**src/rtl/md_i2s_out.sv**
```systemverilog
// Philips I2S serializer for the mixed stereo output: latches A_L/A_R once per
// 64-slot frame and shifts them out MSB first, one BCLK after each LRCK edge.
module md_i2s_out #(
  parameter int BCLK_DIV = 9
) (
  input  logic        MCLK,
  input  logic        ext_reset,
  input  logic [15:0] A_L,
  input  logic [15:0] A_R,
  input  logic        mute,
  input  logic [1:0]  atten,
  output logic        I2S_BCLK,
  output logic        I2S_LRCK,
  output logic        I2S_DATA,
  output logic        frame_stb
);
  localparam int DW = $clog2(BCLK_DIV);

  // No handshake: the upstream is free-running; A_L, A_R, mute and atten are
  // sampled only on the frame-end falling event and ignored at all other times.
  logic [DW-1:0] div_cnt;
  logic [5:0]    slot;
  logic [5:0]    slot_nxt;
  logic [15:0]   hold_l;
  logic [15:0]   hold_r;
  logic [15:0]   lat_l;
  logic [15:0]   lat_r;
  logic [3:0]    bit_l;
  logic [3:0]    bit_r;
  logic          tc;
  logic          fall_evt;
  logic          frame_end;
  logic          data_nxt;

  assign tc        = (div_cnt == DW'(BCLK_DIV - 1));
  assign fall_evt  = tc && I2S_BCLK;
  assign frame_end = fall_evt && (slot == 6'd63);
  assign slot_nxt  = slot + 6'd1;
  assign bit_l     = 4'(6'd16 - slot_nxt);
  assign bit_r     = 4'(6'd48 - slot_nxt);
  assign lat_l     = mute ? 16'h0000 : 16'($signed(A_L) >>> atten);
  assign lat_r     = mute ? 16'h0000 : 16'($signed(A_R) >>> atten);

  // Bit for the slot being entered; slots 0 and 32 are the one-bit delay slots.
  always_comb begin
    data_nxt = 1'b0;
    if (slot_nxt >= 6'd1 && slot_nxt <= 6'd16) begin
      data_nxt = hold_l[bit_l];
    end else if (slot_nxt >= 6'd33 && slot_nxt <= 6'd48) begin
      data_nxt = hold_r[bit_r];
    end
  end

  always_ff @(posedge MCLK) begin
    if (ext_reset) begin
      div_cnt   <= '0;
      slot      <= 6'd0;
      hold_l    <= 16'h0000;
      hold_r    <= 16'h0000;
      I2S_BCLK  <= 1'b0;
      I2S_LRCK  <= 1'b0;
      I2S_DATA  <= 1'b0;
      frame_stb <= 1'b0;
    end else begin
      frame_stb <= 1'b0;
      if (tc) begin
        div_cnt  <= '0;
        I2S_BCLK <= ~I2S_BCLK;
      end else begin
        div_cnt <= div_cnt + 1'b1;
      end
      if (fall_evt) begin
        slot     <= slot_nxt;
        I2S_LRCK <= slot_nxt[5];
        I2S_DATA <= data_nxt;
      end
      // The outgoing frame is complete here, so the hold regs can be reloaded.
      if (frame_end) begin
        hold_l    <= lat_l;
        hold_r    <= lat_r;
        frame_stb <= 1'b1;
      end
    end
  end
endmodule

```
**config.mk**
```make
export PLATFORM = sky130hd
export DESIGN_NAME = md_i2s_out
export DESIGN_NICKNAME = d
export VERILOG_FILES = /design/src/rtl/md_i2s_out.sv
export SDC_FILE = /design/constraint.sdc
export NUM_CORES = 1
export LEC_CHECK = 0
export BUFFER_PORTS_ARGS = -buffer_cell sky130_fd_sc_hd__clkbuf_2
export CAP_MARGIN = 40
export CORE_ASPECT_RATIO = 0.5
export CORE_UTILIZATION = 30
export DETAILED_ROUTE_END_ITERATION = 6
export SLEW_MARGIN = 15
export SYNTH_ARGS = -nofsm -noshare
export SYNTH_HDL_FRONTEND = slang
export SYNTH_SLANG_ARGS = --single-unit
```
**constraint.sdc**
```tcl
create_clock -name MCLK -period 2.5 [get_ports MCLK]
set_clock_uncertainty 0.15 [all_clocks]
set_input_delay 0.25 -clock MCLK [delete_from_list [all_inputs] [get_ports MCLK]]
set_output_delay 0.25 -clock MCLK [all_outputs]
set_load 0.01 [all_outputs]
```
Yosys cells after proc, flatten, opt, wreduce, memory -nomap -nowiden
Cells that the tools add are included.
{ "classes": {"n_addsub": 4, "magnitude_cmp": 6, "n_eq_ne": 2, "shift": 2, "muxes": 9, "bitwise_logic": 1, "reduce_logical": 5} }
{ "op_table": {"columns": ["op", "n"], "rows": [
  ["$mux 16", 2],
  ["$sshr 16x2->16", 2],
  ["$lt 4x5->1 const B", 2],
  ["$bmux 1 s4", 2],
  ["$sub 1x4->4 const A", 2],
  ["$add 6x1->6 const B", 1],
  ["$eq 6x6->1 const B", 1],
  ["$ge 6x1->1 const B", 1],
  ["$ge 6x6->1 const B", 1],
  ["$le 6x5->1 const B", 1],
  ["$le 6x6->1 const B", 1],
  ["$mux 1", 5],
  ["$add 4x1->4 const B", 1],
  ["$eq 4x4->1 const B", 1],
  ["$logic_and 1x1->1", 4],
  ["$reduce_or 2->1", 1],
  ["$not 1->1", 1]
]} }
{ "word_totals": {"regBits": 46, "inputBits": 37, "output_inout_bits": 4, "word_cells": 37} }

Longest topological paths before layout
Gate-level depths: netlist (run 1).
{ "logic_depth": {"depth_word": 6, "mapped_depth": 10, "depth_no_buf": 8} }

Least setup slack after synthesis (run 1)
Ideal clock, no wire load.
{ "synth_timing": {"kind": "register to register", "startpoint": "register slot[0]", "endpoint": "register I2S_DATA", "setup_time_ns": 0.126, "arrival_ns": 1.893, "required_ns": 2.224, "path_slack_ns": 0.330, "stages_incl_launch_ff": 10, "cell_sequence": "dfxtp_1 inv_1 ha_1 buf_6 and3_1 a211o_1 and3_4 a2bb2oi_1 o21ai_1 o211ai_2"} }
{ "synth_between": {"word_cells_on_any_way": 15} }
{ "synth_rtl": {"columns": ["element", "line_no", "text"], "rows": [
  ["from (decl)", "22", "logic [5:0] slot;"],
  ["from (signal assigned)", "73", "slot <= slot_nxt;"],
  ["$add 6x1->6", "38", "assign slot_nxt = slot + 6'd1;"],
  ["$sub 1x4->4", "39", "assign bit_l = 4'(6'd16 - slot_nxt);"],
  ["net bit_l[0]", "28", "logic [3:0] bit_l;"],
  ["$bmux 1 s4", "48", "data_nxt = hold_l[bit_l];"],
  ["$mux 1 (implied by the code)", "48", null],
  ["$mux 1", "47", "if (slot_nxt >= 6'd1 && slot_nxt <= 6'd16) begin"],
  ["to (signal assigned)", "75", "I2S_DATA <= data_nxt;"],
  ["to (decl)", "14", "output logic I2S_DATA,"]
]} }
The timed path passes the listed nets, and every way through them passes these cells. The select of a mux whose other input is x is not followed.
A chain may end at the register's enable or synchronous reset.

Worst setup path in the final report (run 1)
{ "layout_timing": {"startpoint": "register div_cnt[0]", "endpoint": "register hold_r[12]"} }
{ "layout_between": {"elab_chain_len": 3} }
{ "layout_rtl": {"columns": ["element", "line_no", "text"], "rows": [
  ["from (decl)", "21", "logic [DW-1:0] div_cnt;"],
  ["from (signal assigned)", "70", "div_cnt <= div_cnt + 1'b1;"],
  ["$eq 4x4->1", "35", "assign tc = (div_cnt == DW'(BCLK_DIV - 1));"],
  ["$logic_and 1x1->1", "36", "assign fall_evt = tc && I2S_BCLK;"],
  ["$logic_and 1x1->1", "37", "assign frame_end = fall_evt && (slot == 6'd63);"],
  ["to (signal assigned)", "80", "hold_r <= lat_r;"],
  ["to (decl)", "25", "logic [15:0] hold_r;"]
]} }
No other way between the ends.

==> key figures, run 1 <==
Global route
  – First-pass GRT wire length: 10,100 um
  – Vias in the first global route: 2,063
  – Total track usage: 12.3%
  – Largest net degree at the start of global routing: 66
  – GRT Residual Overflow: 0
  – Initial antenna violation count: 0

STA
  – Final min period: 2.21 ns
  – Final setup fails: 0
  – Hold Vio Cnt, Final: 0
  – Least-Margin Pin Slew: 0.789 ns
  – Final Slew Violations: 0
  – F_max: 452 MHz
  – RSZ-0062 raised after global routing: no
  – Final Cycle Share: 88.6%
  – Fin Setup TNS: 0 ns
  – Slew HR: 47.4%

Setup path
  – Register-to-Register Path Depth: 9
  – Worst Setup End Kind: flop
  – CP cell instances: inv_1 -> ha_1 -> nand4b_4 -> nor2_1 -> nand4_1 -> buf_12 -> nor3b_1 -> a21oi_1 -> nor2_1
  – Slowest stage delay, CP: 0.37 ns
  – Critical Path Most Common Cell: nor2_1
  – Crit path kind: reg -> reg
  – Critical path required time: 2.57 ns
  – CP max-delay cell: nor3b_1
  – CP max FO: 65
  – Critical path arrival: 2.29 ns
  – R2R Path Start: div_cnt[0]
  – R2R Setup Slk: 0.29 ns
  – Crit Reg-Reg Endpoint: hold_r[12]
  – Critical Path Source Type: flop

Route
  – Via count: 2,254
  – DRT iter0 DRCs: 119
  – Residual DRC count: 0
  – Drt pass-1 iters: 4
  – Routed WL: 5920 um
  – Post-DR vias/cell: 4.93
  – Antenna viol nets, final: 0
  – Wire length per cell: 12.9 um

Layout
  – Syn-to-layout area delta: 16.1%
  – Number of diodes: 0
  – Area occupied by registers: 901 um^2
  – Share of cells above drive strength 1: 35.1%
  – Filler instances: 973
  – Area occupied by multi-input gates: 0.00191 mm^2
  – Nets: 362

Place
  – Port Buffers: 40
  – HPWL Detailed: 4230 um
  – RePlAce Congestion: 0.794

Clock network
  – H-tree Lvls: 2
  – Clock-pin transition on the worst setup and hold timing paths: 0.06 ns
  – CTS tree: yes
  – CTS resizes: 0
  – Longest Clk Path Bufs: 2
  – Root Driver: clkbuf_16
  – Clock buffer count from CTS: 5
  – Clk_lat worst skew: 0.28 ns
  – Setup Fix Bufs, Post-CTS: 0
  – Hold_buf cts: 0
  – CTS sink count: 45

Pwr
  – Psw: 0.371 mW
  – P_leak: 1.19 nW
  – Register share of total power: 45.9%
  – Clock share of power: 41.0%
  – Internal Dissipation: 1.21 mW
  – Sw Share: 23.5%
  – PnR Total Power: 1.58 mW
  – P per Cell Area: 458 mW/mm^2
  – Max VDD drop: 263 uV
  – Logic pwr share: 13.1%

Outcome
  – Status: complete, no violations

Synthesis
  – Synth top area cells: dfxtp_1 (30%), mux4_2 (24%), a21oi_1 (6.6%), nor2_1 (6.1%), nor3b_2 (5.5%)
  – Syn avg cell area: 10.2 um^2
  – Top FF cell, synth: dfxtp_1
  – Yosys top cell by area: dfxtp_1
  – Post-synthesis sequential area ratio: 30.4%
  – Synth Net Count: 332
  – Share of flip-flops with an asynchronous set or reset: 0%
  – Register bit total from synthesis: 45
  – Synth warn: 0
  – Most common cell in the netlist: nor2_1
  – Mapped Area: 0.00297 mm^2
  – EDFF count, synth: 0
  – Yosys cell types: 44
  – Synth cell count leaders: nor2_1 (48), dfxtp_1 (45), a21oi_1 (39), mux4_2 (32), nor3b_1 (15)
  – Syn Inst Count: 291
  – Post-synth top area share: 30.4%

Floorplan
  – Row count: 25
  – Die Height: 72.3 um
  – Core box area: 0.00951 mm^2
  – IO Count: 41
  – Die area: 0.0103 mm^2
  – Starting Density: 31.2%
  – Die W: 143 um

Hold path
  – Hold path depth: 4
  – Class of the worst hold path: in -> reg
  – Hold path startpoint: A_L[15]
  – WHS Endpoint: hold_l[15]

Run
  – Max-cap viol count: 0
stage by stage:
| stage | setup slack [ns] | hold WS, ns | util [%] | area, um^2 | std cells |
|---|---|---|---|---|---|
| 6_report | 0.286 | 0.269 | 36.3 | 3450 | 457 |
| 5_1_grt | 0.144 | 0.320 | 36.3 | 3450 | 457 |
| 3_5_place_dp | 0.309 | 0.326 | 34.5 | 3280 | 448 |
| 4_1_cts | 0.291 | 0.262 | 36.0 | 3430 | 456 |
| 2_1_floorplan | 0.330 | 0.301 | - | 2970 | 291 |
| 3_3_place_gp | 0.368 | 0.315 | 34.5 | 3280 | 448 |
metal layers:
layer	vias up	track usage, %	routed length (um)
met1	1079	18.4	3240
met4	0	2.87	49
met2	33	17.8	2490
met5	-	0	0
met3	7	2.57	142
li1	1135	-	-
registers in the layout, indices dropped and copies added (netlist names):
signal / cells
slot: 5
I2S_BCLK: 1
hold_l: 16
I2S_LRCK: 1
div_cnt: 4
I2S_DATA: 1
frame_stb: 1
hold_r: 16
cells by family (layout without fill, tap and decap cells):
group	count (synthesis)	in the layout	synth area share [%]
AND/OR/NAND/NOR	113	113	23.4
AO/OA/AOI/OAI	55	55	11.4
flip-flops	45	45	30.4
multiplexers	37	37	26.0
buffers and inverters	30	61	5.14
XOR/XNOR	7	7	2.07
adder cells (fa/ha/maj)	4	4	1.69
cell usage in the layout, fill, tap and decap left out, types with 2 or more instances in the layout:
master	instances
a211oi_1	4
nor3b_1	15
clkbuf_2	40
nand2_1	13
buf_12	3
ha_1	4
clkbuf_16	5
nor2_1	48
a2bb2oi_1	2
mux4_2	32
nand3_1	3
nand2b_1	3
a2111oi_2	2
inv_1	4
nor3b_2	13
nor3_1	3
xnor2_1	5
buf_4	5
mux2i_1	4
xor2_1	2
a21oi_1	39
dfxtp_1	45
nor2b_1	2
nor3_2	4
worst max path at each step:
stage	cells after the start	to	from	slack, ns
finish	9	hold_r[12]	div_cnt[0]	0.29
global route	9	I2S_DATA	slot[0]	0.14
CTS	9	I2S_DATA	slot[0]	0.29
detailed placement	9	I2S_DATA	slot[0]	0.31
global placement	9	hold_r[12]	slot[0]	0.37
floorplan	9	I2S_DATA	slot[0]	0.33
power groups by stage:
| stage | Combinational (mW) | Clock (mW) | Sequential [mW] |
|---|---|---|---|
| finish | 0.206 | 0.649 | 0.725 |
| global route | 0.224 | 0.705 | 0.725 |
| CTS | 0.205 | 0.668 | 0.725 |
| detailed placement | 0.203 | 0 | 0.741 |
| global placement | 0.201 | 0 | 0.741 |
| floorplan | 0.142 | 0 | 0.741 |
worst max-delay path: cells and delay by family, from the launching register on:
kind | cells | cell delay, ns
and+or+nand+nor | 5 | 1.02
AOI/OAI and AO/OA | 1 | 0.07
DFF | 1 | 0.33
buffers and inverters | 2 | 0.30
adders and majority gates | 1 | 0.23
final cells by class:
cell class | instances | share of cell area, %
clock inverters | 3 | 0.617
flip-flops and latches | 45 | 26.1
multi-input cells | 216 | 55.5
repair buffers | 48 | 8.64
well taps | 135 | 4.90
clock buffers | 5 | 3.63
inverters | 5 | 0.544
Power figures use the tool's default switching activity.
==> run 2: changes to the inputs <==
--- a/config.mk
+++ b/config.mk
@@ -5,6 +5,7 @@
 export SDC_FILE = /design/constraint.sdc
 export NUM_CORES = 1
 export LEC_CHECK = 0
+export ABC_AREA = 1
 export BUFFER_PORTS_ARGS = -buffer_cell sky130_fd_sc_hd__clkbuf_2
 export CAP_MARGIN = 40
 export CORE_ASPECT_RATIO = 0.5
==> key figures, run 2 <==
Route
  – Wire length per cell: 11.3 um (was 12.9 um)
  – Antenna viol nets, final: 0 (unchanged)
  – Residual DRC count: 0 (unchanged)
  – Post-DR vias/cell: 4.56 (was 4.93)
  – DRT iter0 DRCs: 228 (was 119)
  – Via count: 2,767 (was 2,254)
  – Routed WL: 6840 um (was 5920 um)
  – Drt pass-1 iters: 4 (unchanged)

Synthesis
  – Syn avg cell area: 6.46 um^2 (was 10.2 um^2)
  – Share of flip-flops with an asynchronous set or reset: 0% (unchanged)
  – Post-synth top area share: 31.1% (was 30.4%)
  – Top FF cell, synth: dfxtp_1 (unchanged)
  – Yosys top cell by area: dfxtp_1 (unchanged)
  – Mapped Area: 0.00290 mm^2 (was 0.00297 mm^2)
  – Synth cell count leaders: nand2_1 (135), a21oi_1 (48), nand3_1 (48), dfxtp_1 (45), inv_1 (44) (was nor2_1 (48), dfxtp_1 (45), a21oi_1 (39), mux4_2 (32), nor3b_1 (15))
  – Yosys cell types: 25 (was 44)
  – Post-synthesis sequential area ratio: 31.1% (was 30.4%)
  – Synth top area cells: dfxtp_1 (31%), nand2_1 (18%), a21oi_1 (8.3%), mux2i_1 (8.3%), nand3_1 (8.3%) (was dfxtp_1 (30%), mux4_2 (24%), a21oi_1 (6.6%), nor2_1 (6.1%), nor3b_2 (5.5%))
  – Synth Net Count: 489 (was 332)
  – Register bit total from synthesis: 45 (unchanged)
  – EDFF count, synth: 0 (unchanged)
  – Syn Inst Count: 448 (was 291)
  – Synth warn: 0 (unchanged)
  – Most common cell in the netlist: nand2_1 (was nor2_1)

STA
  – Final Slew Violations: 0 (unchanged)
  – Hold Vio Cnt, Final: 0 (unchanged)
  – Slew HR: 44.0% (was 47.4%)
  – F_max: 477 MHz (was 452 MHz)
  – RSZ-0062 raised after global routing: no (unchanged)
  – Fin Setup TNS: 0 ns (unchanged)
  – Final min period: 2.10 ns (was 2.21 ns)
  – Final setup fails: 0 (unchanged)
  – Least-Margin Pin Slew: 0.840 ns (was 0.789 ns)
  – Final Cycle Share: 83.9% (was 88.6%)
  – Final WS setup: 0.403 ns (was 0.286 ns)

Clock network
  – CTS tree: yes (unchanged)
  – Longest Clk Path Bufs: 2 (unchanged)
  – CTS sink count: 45 (unchanged)
  – Clk_lat worst skew: 0.29 ns (was 0.28 ns)
  – Hold_buf cts: 0 (unchanged)
  – Clock buffer count from CTS: 5 (unchanged)
  – CTS resizes: 0 (unchanged)
  – H-tree Lvls: 2 (unchanged)
  – Root Driver: clkbuf_16 (unchanged)
  – Clock-pin transition on the worst setup and hold timing paths: 0.06 ns (about the same)
  – Setup Fix Bufs, Post-CTS: 0 (unchanged)

Global route
  – Largest net degree at the start of global routing: 53 (was 66)
  – GRT Residual Overflow: 0 (unchanged)
  – Initial antenna violation count: 0 (unchanged)
  – Vias in the first global route: 2,461 (was 2,063)
  – First-pass GRT wire length: 11,800 um (was 10,100 um)
  – Total track usage: 14.6% (was 12.3%)

Layout
  – Share of cells above drive strength 1: 13.2% (was 35.1%)
  – Number of diodes: 0 (unchanged)
  – Syn-to-layout area delta: 14.0% (was 16.1%)
  – Most frequent cells in the layout: nand2_1 (135), a21oi_1 (48), nand3_1 (48), dfxtp_1 (45), inv_1 (44) (was nor2_1 (48), dfxtp_1 (45), clkbuf_2 (40), a21oi_1 (39), mux4_2 (32))
  – Nets: 517 (was 362)
  – Biggest regs: hold_l: 16 flops, hold_r: 16 flops, slot: 5 flops (unchanged)
  – Most common cell after layout, fill and taps aside: nand2_1 (was nor2_1)

Floorplan
  – Row count: 24 (was 25)
  – IO Count: 41 (unchanged)
  – Die Height: 71.5 um (was 72.3 um)
  – Core box area: 0.00904 mm^2 (was 0.00951 mm^2)
  – Starting Density: 32.0% (was 31.2%)
  – Die area: 0.0101 mm^2 (was 0.0103 mm^2)
  – Die W: 141 um (was 143 um)

Place
  – Placement Setup Slack: 0.423 ns (was 0.309 ns)
  – Port Buffers: 40 (unchanged)
  – RePlAce Congestion: 0.829 (was 0.794)
  – HPWL Detailed: 5110 um (was 4230 um)

Pwr
  – P_leak: 1.46 nW (was 1.19 nW)
  – P per Cell Area: 503 mW/mm^2 (was 458 mW/mm^2)
  – Max VDD drop: 291 uV (was 263 uV)

Setup path
  – Critical Path Source Type: flop (unchanged)
  – Crit path kind: reg -> reg (unchanged)
  – Critical path required time: 2.53 ns (was 2.57 ns)
  – Critical path arrival: 2.13 ns (was 2.29 ns)
  – CP max FO: 9 (was 65)
  – Worst Setup End Kind: flop (unchanged)

Outcome
  – Status: complete, no violations (unchanged)

Run
  – Max-cap viol count: 0 (unchanged)

Hold path
  – Class of the worst hold path: in -> reg (unchanged)
-- run 2: layout make-up --
type                    instances  area, um^2
inverters                      46         173
repair buffers                 48         260
clock inverters                 2        13.8
clock buffers                   6         139
well taps                     130         163
multi-input cells             330        1650
flip-flops and latches         45         901
fillers                      1023        5740
-- run 2: logic make-up (layout without fill, tap and decap cells) --
| family | count (synthesis) | count (layout) | share of synthesized area [%] |
|---|---|---|---|
| adders and majority gates | 4 | 4 | 1.73 |
| AOI/OAI and AO/OA | 80 | 80 | 14.4 |
| buffers and inverters | 73 | 102 | 11.8 |
| DFF | 45 | 45 | 31.1 |
| xor gates and xnor gates | 4 | 4 | 1.21 |
| muxes | 24 | 24 | 8.30 |
| and+or+nand+nor | 218 | 218 | 31.5 |
-- run 2: final timing paths --
check / startpoint / to / slack, ns / cells past startpoint
worst max-delay path: slot[0] / I2S_DATA / 0.40 / 11
worst max register to register: slot[0] / I2S_DATA / 0.40 / 11
worst min-delay path: A_R[15] / hold_r[15] / 0.11 / 3
worst min register to register: div_cnt[0] / div_cnt[0] / 0.32 / 1
-- run 2: critical path, cell delays in order, from the launching register on --
cell and delay (ns):
dfxtp_1 0.40, inv_1 0.08, ha_1 0.45, inv_1 0.14, nand2_1 0.15, nand2_1 0.15
nand2_1 0.09, nand3_1 0.07, nand3_1 0.09, nand3_1 0.07, nand3_1 0.09, nand2_1 0.05
-- run 2: metrics by stage --
step	hold slack, ns	power [mW]	std cells	utilization [%]	area, um^2
after global routing	0.140	1.74	607	36.5	3300
after detailed placement	0.307	0.997	599	34.8	3150
after floorplan	0.260	0.923	448	-	2900
after global placement	0.297	0.997	599	34.8	3150
final	0.113	1.66	607	36.5	3300
after CTS	0.111	1.68	607	36.5	3300
-- run 2: power breakdown --
part           internal [mW]  leakage (nW)  switching (mW)
logic                 0.0963          1.02           0.155
clock network          0.398        0.0768           0.284
registers              0.722         0.363         0.00574
total                   1.22          1.46           0.445
-- run 2: metal layers --
metal | GRT usage, % | up-vias | wire length, um
met5 | 0 | - | 0
met4 | 4.71 | 0 | 85
met3 | 1.47 | 9 | 255
met2 | 21.7 | 50 | 2730
met1 | 21.9 | 1197 | 3770
li1 | - | 1511 | -
